**config.mk**
```make
export PLATFORM = sky130hd
export DESIGN_NAME = lcd_digit_driver
export DESIGN_NICKNAME = d
export VERILOG_FILES = /design/src/rtl/lcd_digit_driver.sv
export SDC_FILE = /design/constraint.sdc
export NUM_CORES = 1
export LEC_CHECK = 0
export BUFFER_PORTS_ARGS = -buffer_cell sky130_fd_sc_hd__buf_2
export CORE_MARGIN = 2
export CORE_UTILIZATION = 25
export CTS_CLUSTER_SIZE = 8
export DETAILED_ROUTE_END_ITERATION = 7
export HOLD_SLACK_MARGIN = 0.02
export PLACE_DENSITY = 0.41
export SYNTH_ARGS = -nofsm -noshare
export SYNTH_HDL_FRONTEND = slang
export SYNTH_SLANG_ARGS = --single-unit
```
**constraint.sdc**
```tcl
create_clock -name s_axi_aclk -period 5.7 [get_ports s_axi_aclk]
set_input_delay 1.14 -clock s_axi_aclk [delete_from_list [all_inputs] [get_ports s_axi_aclk]]
set_output_delay 1.14 -clock s_axi_aclk [all_outputs]
set_load 0.005 [all_outputs]
```
**src/rtl/lcd_digit_driver.sv**
```systemverilog
// HD44780 16x2 character LCD driver: power-up init, then renders 32 hex digits
// (digits 0-15 on line 1, 16-31 on line 2) each time a new digit vector arrives.
module lcd_digit_driver #(
    parameter int PWRUP_CYC = 750000,
    parameter int EN_CYC    = 16,
    parameter int CMD_CYC   = 2000,
    parameter int CLR_CYC   = 82000
) (
    input  logic         s_axi_aclk,
    input  logic         reset,
    input  logic [127:0] digits,
    input  logic         digits_valid,
    output logic [7:0]   LCD_DATA,
    output logic         LCD_RS,
    output logic         LCD_EN,
    output logic         LCD_RW,
    output logic         LCD_ON,
    output logic         busy,
    output logic         frame_done
);

    localparam int MAX_A   = (PWRUP_CYC > CLR_CYC) ? PWRUP_CYC : CLR_CYC;
    localparam int MAX_B   = (MAX_A > CMD_CYC) ? MAX_A : CMD_CYC;
    localparam int MAX_CYC = (MAX_B > EN_CYC) ? MAX_B : EN_CYC;
    localparam int CW      = $clog2(MAX_CYC + 1);

    localparam logic [CW-1:0] PWRUP_LAST = CW'(PWRUP_CYC - 1);
    localparam logic [CW-1:0] EN_LAST    = CW'(EN_CYC - 1);
    localparam logic [CW-1:0] CMD_LAST   = CW'(CMD_CYC - 1);
    localparam logic [CW-1:0] CLR_LAST   = CW'(CLR_CYC - 1);

    typedef enum logic [2:0] {
        S_PWRUP, S_INIT, S_IDLE, S_ADDR1, S_LINE1, S_ADDR2, S_LINE2
    } state_e;

    typedef enum logic [1:0] {
        W_SET, W_ENH, W_WAIT
    } wr_e;

    state_e         state_q, state_d;
    wr_e            wr_q, wr_d;
    logic [CW-1:0]  cnt_q, cnt_d;
    logic [3:0]     idx_q, idx_d;
    logic [127:0]   shadow_q, shadow_d;
    logic [127:0]   frame_q, frame_d;
    logic           pending_q, pending_d;
    logic [7:0]     data_q, data_d;
    logic           rs_q, rs_d;
    logic           en_q, en_d;
    logic           on_q;
    logic           busy_q;

    logic           write_done;
    logic           start_frame;
    logic           go_idle;
    logic [3:0]     idx_next;
    logic [CW-1:0]  wait_last;

    function automatic logic [7:0] hex_char(input logic [3:0] v);
        if (v < 4'd10) begin
            return 8'h30 + {4'h0, v};
        end
        return 8'h37 + {4'h0, v};
    endfunction

    function automatic logic [3:0] digit_at(input logic [127:0] f, input logic [4:0] r);
        return f[{r, 2'b00} +: 4];
    endfunction

    function automatic logic [7:0] init_cmd(input logic [3:0] i);
        case (i)
            4'd0, 4'd1, 4'd2: return 8'h38;
            4'd3:             return 8'h0C;
            4'd4:             return 8'h01;
            4'd5:             return 8'h06;
            default:          return 8'h00;
        endcase
    endfunction

    // The clear command needs a much longer settle time than anything else.
    assign wait_last = (!rs_q && data_q == 8'h01) ? CLR_LAST : CMD_LAST;
    assign idx_next  = idx_q + 4'd1;

    always_comb begin
        state_d     = state_q;
        wr_d        = wr_q;
        cnt_d       = cnt_q;
        idx_d       = idx_q;
        frame_d     = frame_q;
        data_d      = data_q;
        rs_d        = rs_q;
        shadow_d    = digits_valid ? digits : shadow_q;
        pending_d   = pending_q | digits_valid;
        write_done  = 1'b0;
        start_frame = 1'b0;
        go_idle     = 1'b0;

        if (state_q != S_PWRUP && state_q != S_IDLE) begin
            case (wr_q)
                W_SET: begin
                    wr_d  = W_ENH;
                    cnt_d = '0;
                end
                W_ENH: begin
                    if (cnt_q == EN_LAST) begin
                        wr_d  = W_WAIT;
                        cnt_d = '0;
                    end else begin
                        cnt_d = cnt_q + 1'b1;
                    end
                end
                default: begin
                    if (cnt_q == wait_last) begin
                        write_done = 1'b1;
                        wr_d       = W_SET;
                        cnt_d      = '0;
                    end else begin
                        cnt_d = cnt_q + 1'b1;
                    end
                end
            endcase
        end

        case (state_q)
            S_PWRUP: begin
                if (cnt_q == PWRUP_LAST) begin
                    state_d = S_INIT;
                    idx_d   = 4'd0;
                    data_d  = init_cmd(4'd0);
                    rs_d    = 1'b0;
                    wr_d    = W_SET;
                    cnt_d   = '0;
                end else begin
                    cnt_d = cnt_q + 1'b1;
                end
            end
            S_INIT: begin
                if (write_done) begin
                    if (idx_q == 4'd5) begin
                        start_frame = pending_d;
                        go_idle     = !pending_d;
                    end else begin
                        idx_d  = idx_next;
                        data_d = init_cmd(idx_next);
                    end
                end
            end
            S_IDLE: begin
                start_frame = pending_q;
            end
            S_ADDR1: begin
                if (write_done) begin
                    state_d = S_LINE1;
                    idx_d   = 4'd0;
                    data_d  = hex_char(digit_at(frame_q, 5'd0));
                    rs_d    = 1'b1;
                end
            end
            S_LINE1: begin
                if (write_done) begin
                    if (idx_q == 4'd15) begin
                        state_d = S_ADDR2;
                        data_d  = 8'hC0;
                        rs_d    = 1'b0;
                    end else begin
                        idx_d  = idx_next;
                        data_d = hex_char(digit_at(frame_q, {1'b0, idx_next}));
                    end
                end
            end
            S_ADDR2: begin
                if (write_done) begin
                    state_d = S_LINE2;
                    idx_d   = 4'd0;
                    data_d  = hex_char(digit_at(frame_q, 5'd16));
                    rs_d    = 1'b1;
                end
            end
            default: begin
                if (write_done) begin
                    if (idx_q == 4'd15) begin
                        start_frame = pending_d;
                        go_idle     = !pending_d;
                    end else begin
                        idx_d  = idx_next;
                        data_d = hex_char(digit_at(frame_q, {1'b1, idx_next}));
                    end
                end
            end
        endcase

        // A strobe landing on the frame-start cycle goes straight into the new frame.
        if (start_frame) begin
            state_d   = S_ADDR1;
            frame_d   = shadow_d;
            pending_d = 1'b0;
            data_d    = 8'h80;
            rs_d      = 1'b0;
            wr_d      = W_SET;
            cnt_d     = '0;
        end
        if (go_idle) begin
            state_d = S_IDLE;
            wr_d    = W_SET;
            cnt_d   = '0;
        end

        en_d = (wr_d == W_ENH);
    end

    always_ff @(posedge s_axi_aclk) begin
        if (reset) begin
            state_q   <= S_PWRUP;
            wr_q      <= W_SET;
            cnt_q     <= '0;
            idx_q     <= '0;
            shadow_q  <= '0;
            frame_q   <= '0;
            pending_q <= 1'b0;
            data_q    <= '0;
            rs_q      <= 1'b0;
            en_q      <= 1'b0;
            on_q      <= 1'b0;
            busy_q    <= 1'b0;
        end else begin
            state_q   <= state_d;
            wr_q      <= wr_d;
            cnt_q     <= cnt_d;
            idx_q     <= idx_d;
            shadow_q  <= shadow_d;
            frame_q   <= frame_d;
            pending_q <= pending_d;
            data_q    <= data_d;
            rs_q      <= rs_d;
            en_q      <= en_d;
            on_q      <= 1'b1;
            busy_q    <= (state_d != S_IDLE);
        end
    end

    assign LCD_DATA   = data_q;
    assign LCD_RS     = rs_q;
    assign LCD_EN     = en_q;
    assign LCD_RW     = 1'b0;
    assign LCD_ON     = on_q;
    assign busy       = busy_q;
    assign frame_done = (state_q == S_LINE2) && (idx_q == 4'd15) && write_done;

endmodule

```
==> results of run 1 <==
-- per-layer routing --
layer,global-route usage,share of wire,vias to the layer above
li1,-,-,4415
met1,0.189,0.49,4283
met2,0.216,0.45,179
met3,0.0222,0.040,56
met4,0.0511,0.024,2
met5,0,0.00032,-
-- worst register-to-register path, stage by stage, from the launching register on --
cell and delay [ns]:
dfxtp_1 0.41, inv_1 0.09, ha_2 0.56, buf_4 0.49, mux4_2 0.57, mux2i_1 0.24, mux2_2 0.26, ha_1 0.18
inv_1 0.05, or4b_1 0.51, a21oi_1 0.23, a2111oi_2 0.07, nor2_1 0.10
-- sequential cells by signal (all words and copies together), names as in the netlist --
signal,flops
frame_q,128
shadow_q,128
cnt_q,20
LCD_DATA,8
idx_q,4
state_q,3
wr_q,2
LCD_EN,1
LCD_ON,1
LCD_RS,1
busy,1
pending_q,1
-- final timing paths --
path	start	to	depth (start not counted)
hold / removal	cnt_q[1]	cnt_q[1]	2
setup reg to reg	idx_q[1]	LCD_DATA[2]	12
setup / recovery	cnt_q[0]	frame_done	7
hold reg to reg	cnt_q[1]	cnt_q[1]	2
-- cell type report --
class | count | area (µm²)
fillers | 5092 | 34100
multi-input cells | 750 | 5820
well taps | 664 | 831
clock buffers | 46 | 1120
repair buffers | 153 | 827
clock inverters | 3 | 30.0
inverters | 18 | 67.6
flip-flops and latches | 298 | 5970
-- logic make-up after synthesis --
family,after synthesis
AND/OR/NAND/NOR,314
buffers and inverters,102
XOR/XNOR,24
other,1
AO/OA/AOI/OAI,228
flip-flops,298
adder cells (fa/ha/maj),9
multiplexers,174
-- synthesized netlist by cell type, drive strengths merged, types with 7 or more instances --
cell / count / area (µm²)
dfxtp: 298 / 5970
nor2: 167 / 627
mux2i: 136 / 1370
o22a: 128 / 1120
buf: 58 / 387
nand2: 49 / 184
mux4: 35 / 826
a21oi: 31 / 155
o21ai: 27 / 135
clkbuf: 26 / 97.6
inv: 18 / 67.6
nand3: 17 / 90.1
nor3: 16 / 91.3
xor2: 13 / 114
xnor2: 11 / 104
and3: 10 / 62.6
ha: 9 / 113
or3: 9 / 56.3
nor4: 7 / 43.8
-- where the power goes --
part	switching, mW	leakage, nW	internal (mW)	total [mW]
registers	0.0165	2.43	2.15	2.16
clock network	0.906	0.566	1.37	2.28
logic	0.168	3.68	0.120	0.288
total	1.09	6.67	3.64	4.73
==> qor.csv, run 1 <==
metric,value,unit
outcome,completed,
"Cell Area, Synth",12300,µm²
clock sinks,298,
Worst-Skew Late Latency,0.56,ns
CP Buf/Inv Count,1,
pre-CTS setup slack,1.80,ns
Chip Height,226,µm
Post-Syn Nets,1290,
Ports,145,
"most common cell after layout, fill and taps aside",dfxtp_1,
RePlAce Congestion,0.835,
fin worst setup slack,1.49,ns
main combinational cell family by area after synthesis,multiplexers,
clock-pin slew on the worst setup and hold paths,0.05,ns
port buffer count,143,
hold_buf cts,0,
Final Cycle Share,0.738,
Diodes inserted,0,
Cells after Synth,1150,
Critical Setup Path Class,flip-flop to output pin,
CTS resizes,0,
Final Hold Vio Count,0,
TNS Setup,0,ns
Final Core Density,0.301,
CP startpoint kind,flip-flop,
DPL Wire Length,23400,µm
Adder-Cell Fraction of Synth Area,0.00914,
die width,226,µm
Initial Utilization,0.253,
Max H-tree Level,2,
initial antenna violation count,1,
Syn Area/Cell,10.7,µm²
worst-path cell chain,"ha_1, and3_1, nand2_1, or3_1, or2_2, nor4b_1, buf_2",
Via density,4.62,
Simple-Gate Fraction of Synth Area,0.117,
"commonest cells after routing, fill and taps aside","297 x dfxtp_1, 167 x nor2_1, 141 x buf_2",
largest net degree at the start of global routing,124,
WHS,0.466,ns
Final Max Tran Viols,0,
Post-Layout Inst Area,14700,µm²
routed length per instance,17.9,µm
via count,8935,
Synth Area in XOR/XNOR,0.0177,
Ys Warns,0,
Post-synth EDFFs,0,
crit path max fanout,9,
DIE AREA,51100,µm²
global-route usage over all layers,0.138,
Max VDD drop,0.186,mV
"Data arrival, critical path",3.07,ns
min cycle time layout,4.21,ns
Core Area,48700,µm²
postcts setup bufs,0,
critical path's top delay family,simple AND/OR/NAND/NOR gates,
f_max,0.238,GHz
post-synthesis sequential area ratio,0.484,
Synth async-reset ratio,0,
mux share of post-synthesis cell area,0.181,
CTS tree,yes,
DRT iter0 DRCs,445,
Worst Hold Class,flip-flop to flip-flop,
CP Data Required Time,4.56,ns
Lkg Pwr,6.67,nW
top_reg_cell synth,dfxtp_1,
# rows,81,
clock buffer depth,3,
share of cells above drive strength 1,0.196,
endpoint class of the critical path,output pin,
skew final,0.0224,ns
NumNets Final,1404,
Finish-stage setup viols,0,
total CTS buffers,43,
routed wire length,34600,µm
Post-DRT Antenna Nets,0,
first drt pass iteration count,5,
maxcap violations,0,
Synth-to-Final Area Change,19.0,%
RSZ-0062 raised after global routing,no,
CP max-delay cell,or3_1,
GRT Residual Overflow,0,
r2r setup slk,1.87,ns
vias in the first global route,9052,
CTS root buf,clkbuf_16,
Compound-Gate Fraction of Synth Area,0.145,
first-pass GRT wire length,54000,µm
CP max stage delay,0.55,ns
Tightest Pin Transition,1.22,ns
Synth Register Bits,298,
DRC errors left,0,
placed instance area,13500,µm²
Netlist cell types,71,
Pwr Density,322,nW/µm²
placed cell count,1883,
Tot Pwr,4.73,mW
slew margin rel.,0.184,
"Cell Count, Final, Fillers Out",1932,
Note: power is estimated with default switching activity, not from simulation.
==> run 2: changes to the inputs <==
--- a/config.mk
+++ b/config.mk
@@ -5,6 +5,7 @@
 export SDC_FILE = /design/constraint.sdc
 export NUM_CORES = 1
 export LEC_CHECK = 0
+export ABC_AREA = 1
 export BUFFER_PORTS_ARGS = -buffer_cell sky130_fd_sc_hd__buf_2
 export CORE_MARGIN = 2
 export CORE_UTILIZATION = 25
==> constraint.sdc (replaced) <==
create_clock -name s_axi_aclk -period 4.2 [get_ports s_axi_aclk]
set_input_delay 0.84 -clock s_axi_aclk [delete_from_list [all_inputs] [get_ports s_axi_aclk]]
set_output_delay 0.84 -clock s_axi_aclk [all_outputs]
set_load 0.005 [all_outputs]
==> qor.csv, run 2 <==
metric,value,unit,change
hold_buf cts,0,,unchanged
global-route usage over all layers,0.150,,+0.0124
placed cell count,2618,,+39%
CTS root buf,clkbuf_16,,
Synth top cells by count,"357 x nand2_1, 300 x inv_1, 298 x dfxtp_1",,
via count,11500,,+29%
Worst Hold Class,flip-flop to flip-flop,,
"Data arrival, critical path",2.68,ns,-0.39 ns
min cycle time layout,3.52,ns,
first drt pass iteration count,5,,unchanged
Critical Setup Path Class,flip-flop to output pin,,
mux share of post-synthesis cell area,0.0946,,-0.0867
share of cells above drive strength 1,0.127,,-0.0684
DRC errors left,0,,unchanged
Synth-to-Final Area Change,17.6,%,
Synth async-reset ratio,0,,unchanged
Yosys top cell by area,dfxtp_1,,
Final Max Tran Viols,0,,unchanged
postcts setup bufs,0,,unchanged
CTS resizes,0,,unchanged
Post-Layout Inst Area,16100,µm²,+9.5%
Cells after Synth,1855,,+61%
skew final,0.0176,ns,-0.00477 ns
synth top area cells,"dfxtp_1 44%, nand2_1 9.8%, mux2i_1 9.5%",,
Synth Area in XOR/XNOR,0.0115,,-0.00613
cell internal pwr,4.86,mW,+34%
Chip Height,238,µm,+5.2%
"Cell Count, Final, Fillers Out",2669,,+38%
Register-to-Register Path Depth,18,,+6
Initial Utilization,0.253,,+0.000543
Final Cycle Share,0.837,,
"most common cell after layout, fill and taps aside",nand2_1,,
Pwr Density,393,nW/µm²,+22%
# rows,85,,+4.9%
Compound-Gate Fraction of Synth Area,0.0849,,-0.0605
endpoint class of the critical path,output pin,,
total CTS buffers,43,,unchanged
CP Data Required Time,3.36,ns,-1.20 ns
top_reg_cell synth,dfxtp_1,,
"commonest cells after routing, fill and taps aside","357 x nand2_1, 299 x inv_1, 297 x dfxtp_1",,
Synth Register Bits,298,,unchanged
crit path max fanout,23,,+14
hold endpoint,cnt_q[1],,
die width,238,µm,+5.2%
CTS tree,yes,,
Post-synth EDFFs,0,,unchanged
Tot Pwr,6.31,mW,+33%
Max VDD drop,0.248,mV,+33%
clock buffer depth,3,,unchanged
f_max,0.284,GHz,
Syn Area/Cell,7.36,µm²,-31%
Simple-Gate Fraction of Synth Area,0.245,,+0.128
port buffer count,143,,unchanged
clock group share of total power,0.484,,+0.003
Netlist cell types,43,,-39%
Adder-Cell Fraction of Synth Area,0.00825,,-0.000895
Tightest Pin Transition,1.24,ns,+0.0163 ns
NumNets Final,2107,,+50%
r2r endpoint,LCD_DATA[2],,
Post-DRT Antenna Nets,0,,unchanged
Max H-tree Level,2,,unchanged
DIE AREA,56500,µm²,+11%
Reg power frac,0.464,,+0.006
hold depth,2,,unchanged
cell with the most instances after synthesis,nand2_1,,
Sw Share,0.229,,-0.00193
DRT iter0 DRCs,709,,+59%
largest net degree at the start of global routing,159,,+28%
main combinational cell family by area after synthesis,simple AND/OR/NAND/NOR gates,,
vias in the first global route,11500,,+27%
Ports,145,,unchanged
Post-Syn Nets,1995,,+55%
area share of the largest cell type after synthesis,0.437,,-0.0474
placed instance area,14900,µm²,+10%
first-pass GRT wire length,66100,µm,+22%
Diodes inserted,0,,unchanged
Ys Warns,0,,unchanged
RSZ-0062 raised after global routing,no,,
routed length per instance,15.6,µm,-13%
top flop regs,"frame_q: 128 flops, shadow_q: 128 flops, cnt_q: 20 flops",,
initial antenna violation count,0,,-1
routed wire length,41700,µm,+21%
clock sinks,298,,unchanged
Final Hold Vio Count,0,,unchanged
TNS Setup,0,ns,unchanged
slew margin rel.,0.173,,-0.0108
Worst Hold Launch,cnt_q[1],,
DPL Wire Length,29800,µm,+27%
CP startpoint kind,flip-flop,,
outcome,completed,,
"Cell Area, Synth",13700,µm²,+11%
Worst-Skew Late Latency,0.56,ns,about the same
GRT Residual Overflow,0,,unchanged
FF-to-FF Start,idx_q[0],,
Core Area,53900,µm²,+11%
Logic pwr share,0.052,,-0.009
Sw Pwr,1.44,mW,+32%
RePlAce Congestion,0.875,,+4.7%
Final Core Density,0.298,,-0.00300
Lkg Pwr,8.60,nW,+29%
Finish-stage setup viols,0,,unchanged
Via density,4.31,,-6.9%
post-synthesis sequential area ratio,0.437,,-0.0474
maxcap violations,0,,unchanged
clock-pin slew on the worst setup and hold paths,0.05,ns,about the same
r2r setup slk,1.15,ns,-0.72 ns
[run 2: cell types whose count changed after synthesis, sizes merged, moves of 35 or more]
| cell | previous run | this run |
|---|---|---|
| nand2 | 49 | 363 |
| o21ai | 27 | 164 |
| nor2 | 167 | 241 |
| inv | 18 | 304 |
| nand3 | 17 | 104 |
| mux4 | 35 | 0 |
| o22a | 128 | 0 |
[run 2: cell type report]
type,count,area (µm²)
clock buffers,49,1100
clock inverters,2,28.8
fillers,5878,37900
inverters,306,1150
multi-input cells,1161,6070
flip-flops and latches,298,5970
well taps,696,871
repair buffers,157,870
[run 2: power by group through the flow]
stage / sequential [mW] / clock [mW] / combinational, mW
after global routing: 2.93 / 3.30 / 0.366
after detailed placement: 2.99 / 0 / 0.335
after floorplan: 2.98 / 0 / 0.202
final: 2.93 / 3.05 / 0.326
after global placement: 2.98 / 0 / 0.332
after CTS: 2.93 / 3.19 / 0.337
[run 2: routing by layer]
layer  global-route usage  part of all wire  vias up
met4               0.0528             0.026        0
met5                    0                 0        -
met3               0.0240             0.039       57
met1                0.194              0.47     5220
li1                     -                 -     6005
met2                0.253              0.47      210
[run 2: kinds of logic after synthesis]
family	Yosys count
simple gates	783
buf+inv	396
flops	298
compound gates	221
mux	129
xor+xnor	18
fa+ha+maj	9
other cells	1
[run 2: worst max-delay path by stage]
stage,slack (ns),cells after the start,endpoint,startpoint
floorplan,1.61,21,LCD_DATA[4],idx_q[0]
finish,0.68,6,frame_done,idx_q[0]
global route,0.55,6,frame_done,idx_q[0]
CTS,0.65,6,frame_done,idx_q[0]
global placement,1.25,18,LCD_DATA[2],idx_q[0]
detailed placement,1.16,18,LCD_DATA[2],idx_q[0]
[run 2: stage by stage]
stage | hold WS, ns | setup WS [ns]
after floorplan | 0.450 | 1.61
after global placement | 0.474 | 1.25
after detailed placement | 0.476 | 1.16
after CTS | 0.484 | 0.651
after global routing | 0.497 | 0.546
final | 0.486 | 0.684
[run 2: worst max-delay path, stage by stage, from the launching register on]
cell and delay (ns):
dfxtp_2 0.65, ha_1 0.36, inv_1 0.08, nor3_2 0.29, nand3_1 0.13, nor3_1 0.41, buf_2 0.20
==> run 3: changes to the inputs <==
==> constraint.sdc (replaced) <==
create_clock -name s_axi_aclk -period 3.6 [get_ports s_axi_aclk]
set_input_delay 0.72 -clock s_axi_aclk [delete_from_list [all_inputs] [get_ports s_axi_aclk]]
set_output_delay 0.72 -clock s_axi_aclk [all_outputs]
set_load 0.005 [all_outputs]
==> qor.csv, run 3 (synthesized netlist as in run 2, its figures left out) <==
metric,value,unit,change
outcome,completed,,
Ports,145,,unchanged
port buffer count,143,,unchanged
Synth-to-Final Area Change,17.9,%,
routed wire length,41900,µm,+0.41%
Final Cycle Share,0.866,,
"commonest cells after routing, fill and taps aside","357 x nand2_1, 299 x inv_1, 297 x dfxtp_1",,
worst-path cell chain,"ha_1, inv_1, nor3_2, nand3_1, nor3_1, buf_2",,
Max H-tree Level,2,,unchanged
CP Data Required Time,2.88,ns,-0.48 ns
cell internal pwr,5.70,mW,+17%
Max VDD drop,0.291,mV,+17%
Via density,4.30,,-0.14%
CP max-delay cell,dfxtp_1,,
"Cell Count, Final, Fillers Out",2672,,+0.11%
"most common cell after layout, fill and taps aside",nand2_1,,
Worst Hold Class,input port to flip-flop,,
first-pass GRT wire length,66000,µm,-0.18%
fin worst setup slack,0.483,ns,-0.200 ns
slew margin rel.,0.370,,+0.197
Final Hold Vio Count,0,,unchanged
clock sinks,298,,unchanged
top flop regs,"frame_q: 128 flops, shadow_q: 128 flops, cnt_q: 20 flops",,
placed cell count,2621,,+0.11%
TNS Setup,0,ns,unchanged
total CTS buffers,43,,unchanged
fill count,5846,,-0.54%
initial antenna violation count,1,,+1
DRC errors left,0,,unchanged
f_max,0.321,GHz,
min cycle time layout,3.12,ns,
RSZ-0062 raised after global routing,no,,
Worst-Skew Late Latency,0.57,ns,about the same
global-route usage over all layers,0.150,,about the same
share of cells above drive strength 1,0.130,,+0.00240
pre-CTS setup slack,0.869,ns,-0.291 ns
Final Max Tran Viols,0,,unchanged
DRT iter0 DRCs,637,,-10%
CTS resizes,0,,unchanged
area occupied by multi-input gates,6070,µm²,unchanged
CP startpoint kind,flip-flop,,
placed instance area,15000,µm²,+0.15%
Chip Height,238,µm,unchanged
routed length per instance,15.7,µm,+0.30%
DPL Wire Length,30400,µm,+2.1%
Tightest Pin Transition,0.945,ns,-0.295 ns
Logic pwr share,0.051,,about the same
via count,11500,,-0.026%
endpoint class of the critical path,output pin,,
skew final,0.0246,ns,+0.00693 ns
largest net degree at the start of global routing,159,,unchanged
hold_buf cts,0,,unchanged
crit path max fanout,5,,-78%
die width,238,µm,unchanged
CP max stage delay,0.40,ns,-0.25 ns
clock group share of total power,0.486,,+0.002
Reg area,5970,µm²,unchanged
Core Area,53900,µm²,unchanged
r2r setup slk,0.86,ns,-0.29 ns
clock-pin slew on the worst setup and hold paths,0.05,ns,about the same
maxcap violations,0,,unchanged
Finish-stage setup viols,0,,unchanged
Pwr Density,459,nW/µm²,+17%
RePlAce Congestion,0.881,,+0.74%
clock buffer depth,3,,unchanged
CTS tree,yes,,
Lkg Pwr,8.63,nW,+0.29%
Sw Pwr,1.69,mW,+17%
GRT Residual Overflow,0,,unchanged
CTS root buf,clkbuf_16,,
Sw Share,0.229,,about the same
NumNets Final,2110,,+0.14%
"Data arrival, critical path",2.40,ns,-0.28 ns
Reg power frac,0.462,,-0.002
# rows,85,,unchanged
Initial Utilization,0.253,,unchanged
Post-DRT Antenna Nets,0,,unchanged
vias in the first global route,11400,,-0.78%
first drt pass iteration count,5,,unchanged
DIE AREA,56500,µm²,unchanged
postcts setup bufs,0,,unchanged
Post-Layout Inst Area,16100,µm²,+0.25%
Critical Setup Path Class,flip-flop to output pin,,
==> run 3: worst paths after layout <==
| kind | from | end | cells past startpoint |
|---|---|---|---|
| worst min register to register | cnt_q[1] | cnt_q[1] | 2 |
| worst max-delay path | idx_q[1] | frame_done | 6 |
| worst max register to register | idx_q[1] | LCD_DATA[2] | 17 |
| worst min-delay path | digits[47] | shadow_q[47] | 3 |
==> run 3: final cells by class <==
class	count	area share
Timing Repair Buffer	160	0.0554
Tap cell	696	0.0541
Inverter	306	0.0714
Antenna cell	1	0.000155
Sequential cell	298	0.371
Clock buffer	47	0.0691
Clock inverter	3	0.00187
Multi-Input combinational cell	1161	0.377
==> run 3: critical path, delay by kind of cell (launching register included) <==
kind	cells	cell delay [ns]
buffers and inverters	2	0.27
and+or+nand+nor	3	0.88
adders and majority gates	1	0.30
DFF	1	0.40
==> run 3: power groups by stage <==
stage               Sequential, mW  Clock (mW)  Combinational [mW]
global route                  3.42        3.86               0.426
floorplan                     3.48           0               0.236
CTS                           3.42        3.73               0.395
detailed placement            3.48           0               0.392
finish                        3.42        3.60               0.379
global placement              3.48           0               0.388
==> run 3: metrics by stage <==
stage | hold WS (ns) | power (mW) | util
final | 0.432 | 7.39 | 0.299
after global routing | 0.445 | 7.71 | 0.298
after CTS | 0.409 | 7.54 | 0.298
after detailed placement | 0.476 | 3.88 | 0.277
after global placement | 0.473 | 3.87 | 0.277
after floorplan | 0.450 | 3.71 | -
==> run 3: layer usage <==
| metal | share of wire | track usage | vias to the layer above |
|---|---|---|---|
| met5 | 0 | 0 | - |
| met4 | 0.036 | 0.0614 | 0 |
| met3 | 0.040 | 0.0257 | 72 |
| met2 | 0.45 | 0.245 | 198 |
| met1 | 0.47 | 0.196 | 5198 |
| li1 | - | - | 6021 |
